**config.mk**
```make
export PLATFORM = sky130hd
export DESIGN_NAME = register_write_bank
export DESIGN_NICKNAME = d
export VERILOG_FILES = /design/src/rtl/register_write_bank_pkg.sv /design/src/rtl/register_write_bank_write_decoder.sv /design/src/rtl/register_write_bank.sv
export SDC_FILE = /design/constraint.sdc
export NUM_CORES = 2
export LEC_CHECK = 0
export ABC_AREA = 1
export CAP_MARGIN = 20
export CORE_AREA = 5 5 428 430
export DETAILED_ROUTE_END_ITERATION = 8
export DIE_AREA = 0 0 433 435
export MAX_ROUTING_LAYER = met4
export RECOVER_POWER = 50
export SETUP_SLACK_MARGIN = 0.1
export SLEW_MARGIN = 40
export SYNTH_ARGS = -nofsm -noshare
export SYNTH_HDL_FRONTEND = slang
export SYNTH_HIERARCHICAL = 1
export SYNTH_SLANG_ARGS = --single-unit
```
**constraint.sdc**
```tcl
create_clock -name clk -period 1.5 [get_ports clk]
set_input_delay 0.3 -clock clk [delete_from_list [all_inputs] [get_ports clk]]
set_output_delay 0.3 -clock clk [all_outputs]
set_load 0.02 [all_outputs]
```
**src/rtl/register_write_bank_pkg.sv**
```systemverilog
// -----------------------------------------------------------------------------
// regfile_defs
// Shared register-file definitions, used by both the write bank and the
// read-port multiplexers.
//   REG_COUNT  : number of architectural registers
//   REG_ADDR_W : width of a register index
//   ZERO_REG   : index of the hardwired-zero register
//   COUNT_MAX  : saturation value of the committed-write counter
// -----------------------------------------------------------------------------
package regfile_defs;

   localparam int          REG_COUNT  = 32;
   localparam int          REG_ADDR_W = 5;
   localparam int          ZERO_REG   = 0;
   localparam logic [15:0] COUNT_MAX  = 16'hFFFF;

   typedef logic [REG_ADDR_W-1:0] reg_addr_t;
   typedef logic [REG_COUNT-1:0]  reg_onehot_t;

endpackage : regfile_defs

```
**src/rtl/register_write_bank_write_decoder.sv**
```systemverilog
// -----------------------------------------------------------------------------
// write_decoder
// Combinational 5-bit to 32 one-hot write-enable decoder.
//   we_i   : write enable from the control unit
//   addr_i : destination register index
//   en_o   : one-hot enable, bit ZERO_REG always low
// -----------------------------------------------------------------------------
module write_decoder
   import regfile_defs::*;
(
   input  logic        we_i,
   input  reg_addr_t   addr_i,
   output reg_onehot_t en_o
);

   always_comb begin
      // NOTE: every output of a combinational block gets a default before any
      // conditional assignment; otherwise synthesis infers a latch.
      en_o = '0;
      // Each of the 32 indices gets its own compare, so the decode is complete.
      // An unknown address while we_i is low stays out of the compare entirely.
      if (we_i) begin
         for (int i = 0; i < REG_COUNT; i++) begin
            if (addr_i == REG_ADDR_W'(i)) en_o[i] = 1'b1;
         end
      end
      en_o[ZERO_REG] = 1'b0;
   end

endmodule : write_decoder

```
**src/rtl/register_write_bank.sv**
```systemverilog
// -----------------------------------------------------------------------------
// register_write_bank
// Write side of the 32-entry register file. Decodes the write address into a
// one-hot enable and stores Write_Data into the selected N-bit register.
// Register 0 is hardwired to zero. No read-during-write bypass.
//   clk            : rising-edge clock
//   reset          : asynchronous active-low reset
//   RegWrite       : write enable
//   Write_Register : destination index 0..31
//   Write_Data     : value to store (stored unmodified)
//   Reg_Q          : all registers, register k at [k*N +: N]
//   Write_Onehot   : registered copy of the enable applied on the last edge
//   Write_Count    : committed writes since reset, saturating at 16'hFFFF
// -----------------------------------------------------------------------------
module register_write_bank
   import regfile_defs::*;
#(
   parameter int          N           = 32,
   parameter logic [N-1:0] RESET_VALUE = '0
)(
   input  logic                 clk,
   input  logic                 reset,
   input  logic                 RegWrite,
   input  logic [4:0]           Write_Register,
   input  logic [N-1:0]         Write_Data,
   output logic [REG_COUNT*N-1:0] Reg_Q,
   output logic [31:0]          Write_Onehot,
   output logic [15:0]          Write_Count
);

   reg_onehot_t en;
   reg_onehot_t onehot_q;
   logic [15:0] count_q;
   logic [15:0] count_d;

   write_decoder u_write_decoder (
      .we_i   (RegWrite),
      .addr_i (Write_Register),
      .en_o   (en)
   );

   // One enabled flop per register; register 0 is a constant.
   for (genvar k = 0; k < REG_COUNT; k++) begin : g_reg
      if (k == ZERO_REG) begin : g_zero
         assign Reg_Q[k*N +: N] = '0;
      end else begin : g_flop
         logic [N-1:0] data_q;

         // NOTE: every storage register is in the reset branch; the bank is
         // built from flops, so this costs nothing and avoids X after reset.
         always_ff @(posedge clk or negedge reset) begin
            if (!reset) begin
               data_q <= RESET_VALUE;
            end else if (en[k]) begin
               // NOTE: sequential state always uses non-blocking assignment so
               // all flops sample pre-edge values regardless of block order.
               data_q <= Write_Data;
            end
         end

         assign Reg_Q[k*N +: N] = data_q;
      end
   end

   // The decoder already forces bit 0 low, so any set bit is a committed write.
   always_comb begin
      count_d = count_q;
      if ((|en) && (count_q != COUNT_MAX)) count_d = count_q + 16'd1;
   end

   always_ff @(posedge clk or negedge reset) begin
      if (!reset) begin
         onehot_q <= '0;
         count_q  <= '0;
      end else begin
         onehot_q <= en;
         count_q  <= count_d;
      end
   end

   assign Write_Onehot = onehot_q;
   assign Write_Count  = count_q;

endmodule : register_write_bank

```
* Yosys cells after proc, flatten, opt, wreduce, memory -nomap -nowiden *
Index checks and enable logic that the tools add are counted.

cells by class
  div/mod/pow operators = 0
  reductions and logical operators = 3
  magnitude comparators = 0
  multipliers = 0
  bitwise gates (word level) = 0
  shifts and indexed selects = 0
  equal/unequal tests = 32
  muxes and demuxes = 33
  add/sub/neg operators = 1

operator list
  cell                     count
  $eq A5 B5 Y1 const B     16
  $eq A5 B4 Y1 const B     8
  $mux W1                  32
  $mux W32                 1
  $reduce_or A31 Y1        1
  $eq A5 B3 Y1 const B     4
  $add A16 B1 Y16 const B  1
  $ne A16 B16 Y1 const B   1
  $eq A5 B2 Y1 const B     2
  $eq A5 B1 Y1 const B     1
  $logic_not A5 Y1         1
  $logic_and A1 B1 Y1      1

storage, ports and cells
  bits in writable memories = 0
  memories = 0
  bits in latches = 0
  memory bits (read-only) = 0
  logic and storage cells = 102
  output and inout bits = 1072
  flip-flop bits (word level) = 1039

* Logic depth before layout (Yosys ltp) *
  depth in word-level cells = 5
  depth in mapped cells = 13
  gate-level depth less buffers = 12

* Modules after synthesis *
Netlist, hierarchy kept.

by module, submodules not included
  module               cells an instance  times used  area each (sq um)
  register_write_bank  2450               1           39237.6
  write_decoder        68                 1           280.3

* Worst setup path before layout *
OpenSTA, ideal clock, no wires.

  path kind = input-to-reg
  start point = input port RegWrite
  end point = register count_q[13] (netlist: Write_Count[13])
  buffers on the path = 3
  setup time = 0.118 ns
  stages on the path = 11
  data required time = 1.382 ns
  path slack = -0.192 ns
  arrival time = 1.575 ns
  path through = nand2_1 -> buf_4 -> nor2_1 -> buf_6 -> nor2_1 -> nand2_1 -> nor2_2 -> nand4_1 -> buf_2 -> nand3_1 -> nand2_1

on the way
  word-level cells in the longest chain between the ends = 3

RTL lines
  item                  line                                     text
  start, declared       register_write_bank.sv:23                input logic RegWrite,
  $mux W32              register_write_bank_write_decoder.sv:22  if (we_i) begin
  net en[19]            register_write_bank.sv:31                reg_onehot_t en;
  $reduce_or A31 Y1     register_write_bank.sv:68                if ((|en) && (count_q != COUNT_MAX)) count_d = count_q + 16'd1;
  $logic_and A1 B1 Y1   register_write_bank.sv:68
  end signal, assigned  register_write_bank.sv:77                count_q <= count_d;
  end, declared         register_write_bank.sv:33                logic [15:0] count_q;

The timed path passes the listed nets, and every way through them passes these cells.
A chain may end at the register's enable or synchronous reset.

* Worst setup path in the final report *
  start point = register count_q[0] (netlist: Write_Count[0])
  end point = output port Write_Count[0]

RTL lines
  item           line                       text
  end, declared  register_write_bank.sv:28  output logic [15:0] Write_Count

No word-level cell between the ends.

==> summary.md <==
| Metric | Value |
|---|---|
| Setup ws final | -0.1979 ns |
| Post-DP HPWL | 116,100 um |
| H-tree levels | 3 |
| Syn_area_per_cell | 15.69 um^2 |
| Worst path bufs/invs | 2 |
| Longest Clk Path Bufs | 3 |
| First-pass GRT wire length | 222,600 um |
| Final wirelength | 161,700 um |
| Die Width | 433 um |
| Share of power burned in registers | 39.2% |
| Mapped Cells | 2,518 |
| Fin Hold WS | 0.09167 ns |
| Failing checks | setup timing |
| Synth Register Bits | 1,040 |
| Global route overflow | 0 |
| Starting density of the core | 22.03% |
| Critical path launch point type | flip-flop |
| Final ANT Viol Nets | 0 |
| P per Cell Area | 1564 nW/um^2 |
| Chip height | 435 um |
| Number of global-route vias before repair | 27,987 |
| Switching share of power | 31.48% |
| Wire per inst | 25.76 um |
| Comb power frac | 30.3% |
| Mapped cell area | 39,520 um^2 |
| Critical-path cell list | buf_6 > buf_12 |
| CTS Sinks | 1,040 |
| Layout cell share with drive strength beyond 1 | 66.91% |
| Yosys warning count | 6 |
| Initial antenna violation count | 15 |
| Vias per Instance | 4.169 |
| Worst-path clk slew | 0.07 ns |
| Core Region | 179,400 um^2 |
| Seq. cell area | 26,040 um^2 |
| Synth unique cells | 23 |
| Final min period | 1.698 ns |
| # nets final | 3,853 |
| Final setup vio count | 1,360 |
| Max IR drop VDD | 1.046 mV |
| Largest net degree at the start of global routing | 97 |
| Worst Path Arrival | 1.40 ns |
| Clock Skews | 0.008311 ns |
| Gp weighted congestion | 0.7950 |
| Commonest cells after routing, fill and taps aside | 1,032 x dfrtp_1, 1,010 x buf_6, 992 x mux2_2 |
| Layout area overhead | 54.29% |
| Hold Path Class | in -> reg |
| Most common cell after layout, fill and taps aside | dfrtp_1 |
| Slew @ Worst Pin | 0.8534 ns |
| IO Count | 1,112 |
| DRC Markers | 0 |
| All-Layer GR Usage | 17.05% |
| Layout Utilization | 33.99% |
| Multi-input logic area | 12,520 um^2 |
| Worst Setup Path Type | reg -> out |
| Pre-CTS setup slack | -1.059 ns |
| Filler cells | 17,462 |
| Sequential area share after synthesis | 65.86% |
| Worst endpoint required time | 1.20 ns |
| Clk_lat worst skew | 0.73 ns |
| Crit path max-delay family | flip-flops |
| CTS Root Cell | clkbuf_16 |
| Fin. Hold Viols | 0 |
| CTS tree | done |
| Max_slew headroom | 43.11% |
| Clock buffers created by TritonCTS | 112 |
| First-pass DRT Iterations | 5 |
| Buffers on Ports | 1,079 |
| P_leak | 28.74 nW |
| CP Capture Type | primary output |
| Status | complete, but fails checks |
| Max incr delay on CP | 0.41 ns |
| Power Internal | 65.32 mW |
| Crit Path Max Fanout | 3 |
| Slowest-stage cell, CP | dfrtp_2 |
| RSZ-0062 raised after global routing | true |
| Total number of vias | 26,175 |
| Clock Power Share | 30.5% |
| Period utilisation layout | 113.2% |
| Initial drt markers | 1,125 |
| Final Slew Violations | 0 |
| DIE AREA | 188,400 um^2 |
| Sw Pwr | 30.02 mW |
| Row count | 156 |
| Fmax | 589.0 MHz |
| Maxcap violations | 0 |
## timing repair
action | 4_1_cts | 5_1_grt
hold endpoints to repair | 890 | 0
setup endpoints to repair | 2016 | 2049
hold buffers | 3 | 0
setup buffers | 85 | 34
gates resized for setup | 5437 | 1069
cloned | 0 | 6
pin swaps | 0 | 4
## worst register-to-register path: cells and delay by family, from the launching register on
family,cells,cell delay [ns]
compound gates,1,0.07
buf+inv,3,0.39
flops,1,0.41
simple gates,4,0.37
fa+ha+maj,1,0.21
## power groups by stage
stage               Combinational (mW)  Clock (mW)  Sequential, mW
floorplan                         5.31           0            43.1
global placement                  27.3           0            36.5
detailed placement                27.5           0            36.7
CTS                               28.3        29.8            37.0
global route                      30.2        30.9            37.9
finish                            28.9        29.1            37.3
## per-stage QoR
stage	setup TNS [ns]	std cells	power [mW]	cell area, um^2
6_report	-102.73	6279	95.34	60970
4_1_cts	-247.67	6232	95.10	60450
5_1_grt	-220.99	6273	99.06	60960
2_1_floorplan	-1.188	2549	48.37	39920
3_3_place_gp	-892.65	5940	63.84	55060
3_5_place_dp	-881.52	5940	64.25	55060
## cell usage after synthesis
master    number  area (um^2)
dfrtp_1     1040        26020
mux2_2       992        11170
buf_2        110        550.5
clkbuf_1     104        390.4
nand2_1       90        337.8
nor2_1        61        229.0
buf_4         34        255.2
nand3_1       25        125.1
inv_1         21        78.83
buf_6         10        112.6
nor2_2         8        50.05
nand4_1        6        37.54
xnor2_1        4        35.03
xor2_1         3        26.28
conb_1         2        7.510
ha_1           1        12.51
inv_2          1        3.750
nand2_2        1        6.260
nand4_4        1        21.27
nor2_4         1        11.26
nor3_2         1        10.01
o21ai_0        1        5.000
o21ai_4        1        16.27
## area by class of cell
| type | count | area share, % |
|---|---|---|
| sequential | 1040 | 42.70 |
| timing repair buffer | 1405 | 25.30 |
| multi-input combinational | 1231 | 20.53 |
| clock buffer | 164 | 5.495 |
| tap | 2370 | 4.863 |
| clock inverter | 40 | 0.9255 |
| inverter | 22 | 0.1560 |
| antenna | 7 | 0.02873 |
## per-layer routing
layer  track usage [%]  vias up  part of all wire, %
li1                  -    11146                    -
met1             19.49    13924                   39
met2             28.94      852                   51
met3             3.866      253                  6.0
met4             6.849        0                  4.0
met5                 -        -                    0
## sequential cells by signal, summed over array words and instances (netlist names)
register	flops
Write_Count	16
Write_Onehot	32
g.g_flop.data_q	992
## kinds of logic after synthesis
kind of cell,share of synthesized area [%]
multiplexers,28.27
AND/OR/NAND/NOR,2.096
AO/OA/AOI/OAI,0.05382
adder cells (fa/ha/maj),0.03166
other,0.01900
buffers and inverters,3.521
flip-flops,65.86
XOR/XNOR,0.1551
## final timing paths
check	depth (start not counted)	from	end	slack (ns)
hold reg to reg	1	g_reg[23].g_flop.data_q[16]	g_reg[23].g_flop.data_q[16]	0.51
min in group asynchronous	3	reset	g_reg[5].g_flop.data_q[6]	0.79
hold / removal	3	Write_Data[19]	g_reg[30].g_flop.data_q[19]	0.09
setup reg to reg	9	Write_Count[0]	Write_Count[9]	-0.09
setup / recovery	2	Write_Count[0]	Write_Count[0]	-0.20
max in group asynchronous	4	reset	g_reg[27].g_flop.data_q[8]	-0.06
Power figures use the tool's default switching activity.
==> patch: new RTL, same flow settings <==
Change the package constant `ZERO_REG` from 0 to 1.
--- a/src/rtl/register_write_bank_pkg.sv
+++ b/src/rtl/register_write_bank_pkg.sv
@@ -11,7 +11,7 @@
 
    localparam int          REG_COUNT  = 32;
    localparam int          REG_ADDR_W = 5;
-   localparam int          ZERO_REG   = 0;
+   localparam int          ZERO_REG   = 1;
    localparam logic [15:0] COUNT_MAX  = 16'hFFFF;
 
    typedef logic [REG_ADDR_W-1:0] reg_addr_t;
Check against the original RTL: not settled (the Yosys comparison gave no result); the edit may change what the design does.
==> patch against the original RTL <==
The run still ends with setup timing left; area after synthesis about the same; total power about the same; sequential share of layout area up 0.24 points; global-route usage up 0.48 points; die area unchanged; cell area down 0.55%; wire length up 2.3%; worst setup slack worse by 0.055 ns; hold slack better by 0.029 ns; sequential cell count unchanged; non-clock buffer count down 20; critical path type is now in -> reg; largest cell class unchanged.
==> patch: results <==
group,metric,value,unit
sta,setup_ws,-0.253,ns
grt,grt_use_met1,0.198,
cells_and_area,fin_nets,3839,
cts,cts_setup_buffers,94,
run_status,failed_checks,"setup timing",
sta,hold-worst-slack,0.120,ns
worst_setup_path,cp_max_fo,14,
worst_setup_path,critPathTopFamily,"buffers and inverters",
synth,yosys-top-cells-area,"dfrtp_1 66%, mux2_2 28%, buf_2 1.4%",
cells_and_area,multi_input_area,0.0127,mm²
placed_design,dpl.hpwl,115,mm
sta,clock_skew,0.00246,ns
placed_design,routabilityCongestion,0.788,
cts,clkLatencyLatePin,0.75,ns
routing,drt_iter0_markers,1207,
synth,yosys.area_share.xor_xnor,0.00155,
placed_design,placed_cell_area,0.0547,mm²
worst_setup_path,slowest_stage,"clkbuf_2",
grt,grtUsageTotal,0.175,
worst_setup_path,reg2regPathDepth,10,
sta,setup_viol,1443,
routing,routed_via_density,4.17,
synth,synth_cell_type_count,25,
cts,cts.repair.resized,5402,
cts,hold_buffers,2,
routing,route.met2.wl,87.0,mm
grt,use_met2,0.307,
worst_setup_path,max_stage_delay,0.54,ns
run_status,status,"finished, violations left",
placed_design,place_inst,5923,
sta,setup_tns,-105.59,ns
[patch: changes by cell type in the layout (fill, tap and decap cells not counted), moves of 9 or more]
| cell | delta |
|---|---|
| clkbuf_1 | +12 |
| nand2_1 | -14 |
| nor2_4 | +9 |
| buf_6 | +14 |
| mux2_4 | +18 |
| mux2_2 | -18 |
| buf_12 | -20 |
| clkbuf_2 | +10 |
| buf_4 | -16 |
| clkbuf_8 | -11 |
[patch: final cells by class]
class | instances | share of cell area
Antenna cell | 7 | 0.000289
Clock buffer | 171 | 0.0544
Clock inverter | 37 | 0.00873
Inverter | 30 | 0.00202
Multi-Input combinational cell | 1226 | 0.209
Sequential cell | 1040 | 0.429
Tap cell | 2370 | 0.0489
Timing Repair Buffer | 1385 | 0.248
[patch: power breakdown]
group	internal (mW)	switching, mW	leakage [nW]
combinational	14.8	14.3	13.4
sequential	33.4	3.92	13.3
clock	16.6	12.2	1.87
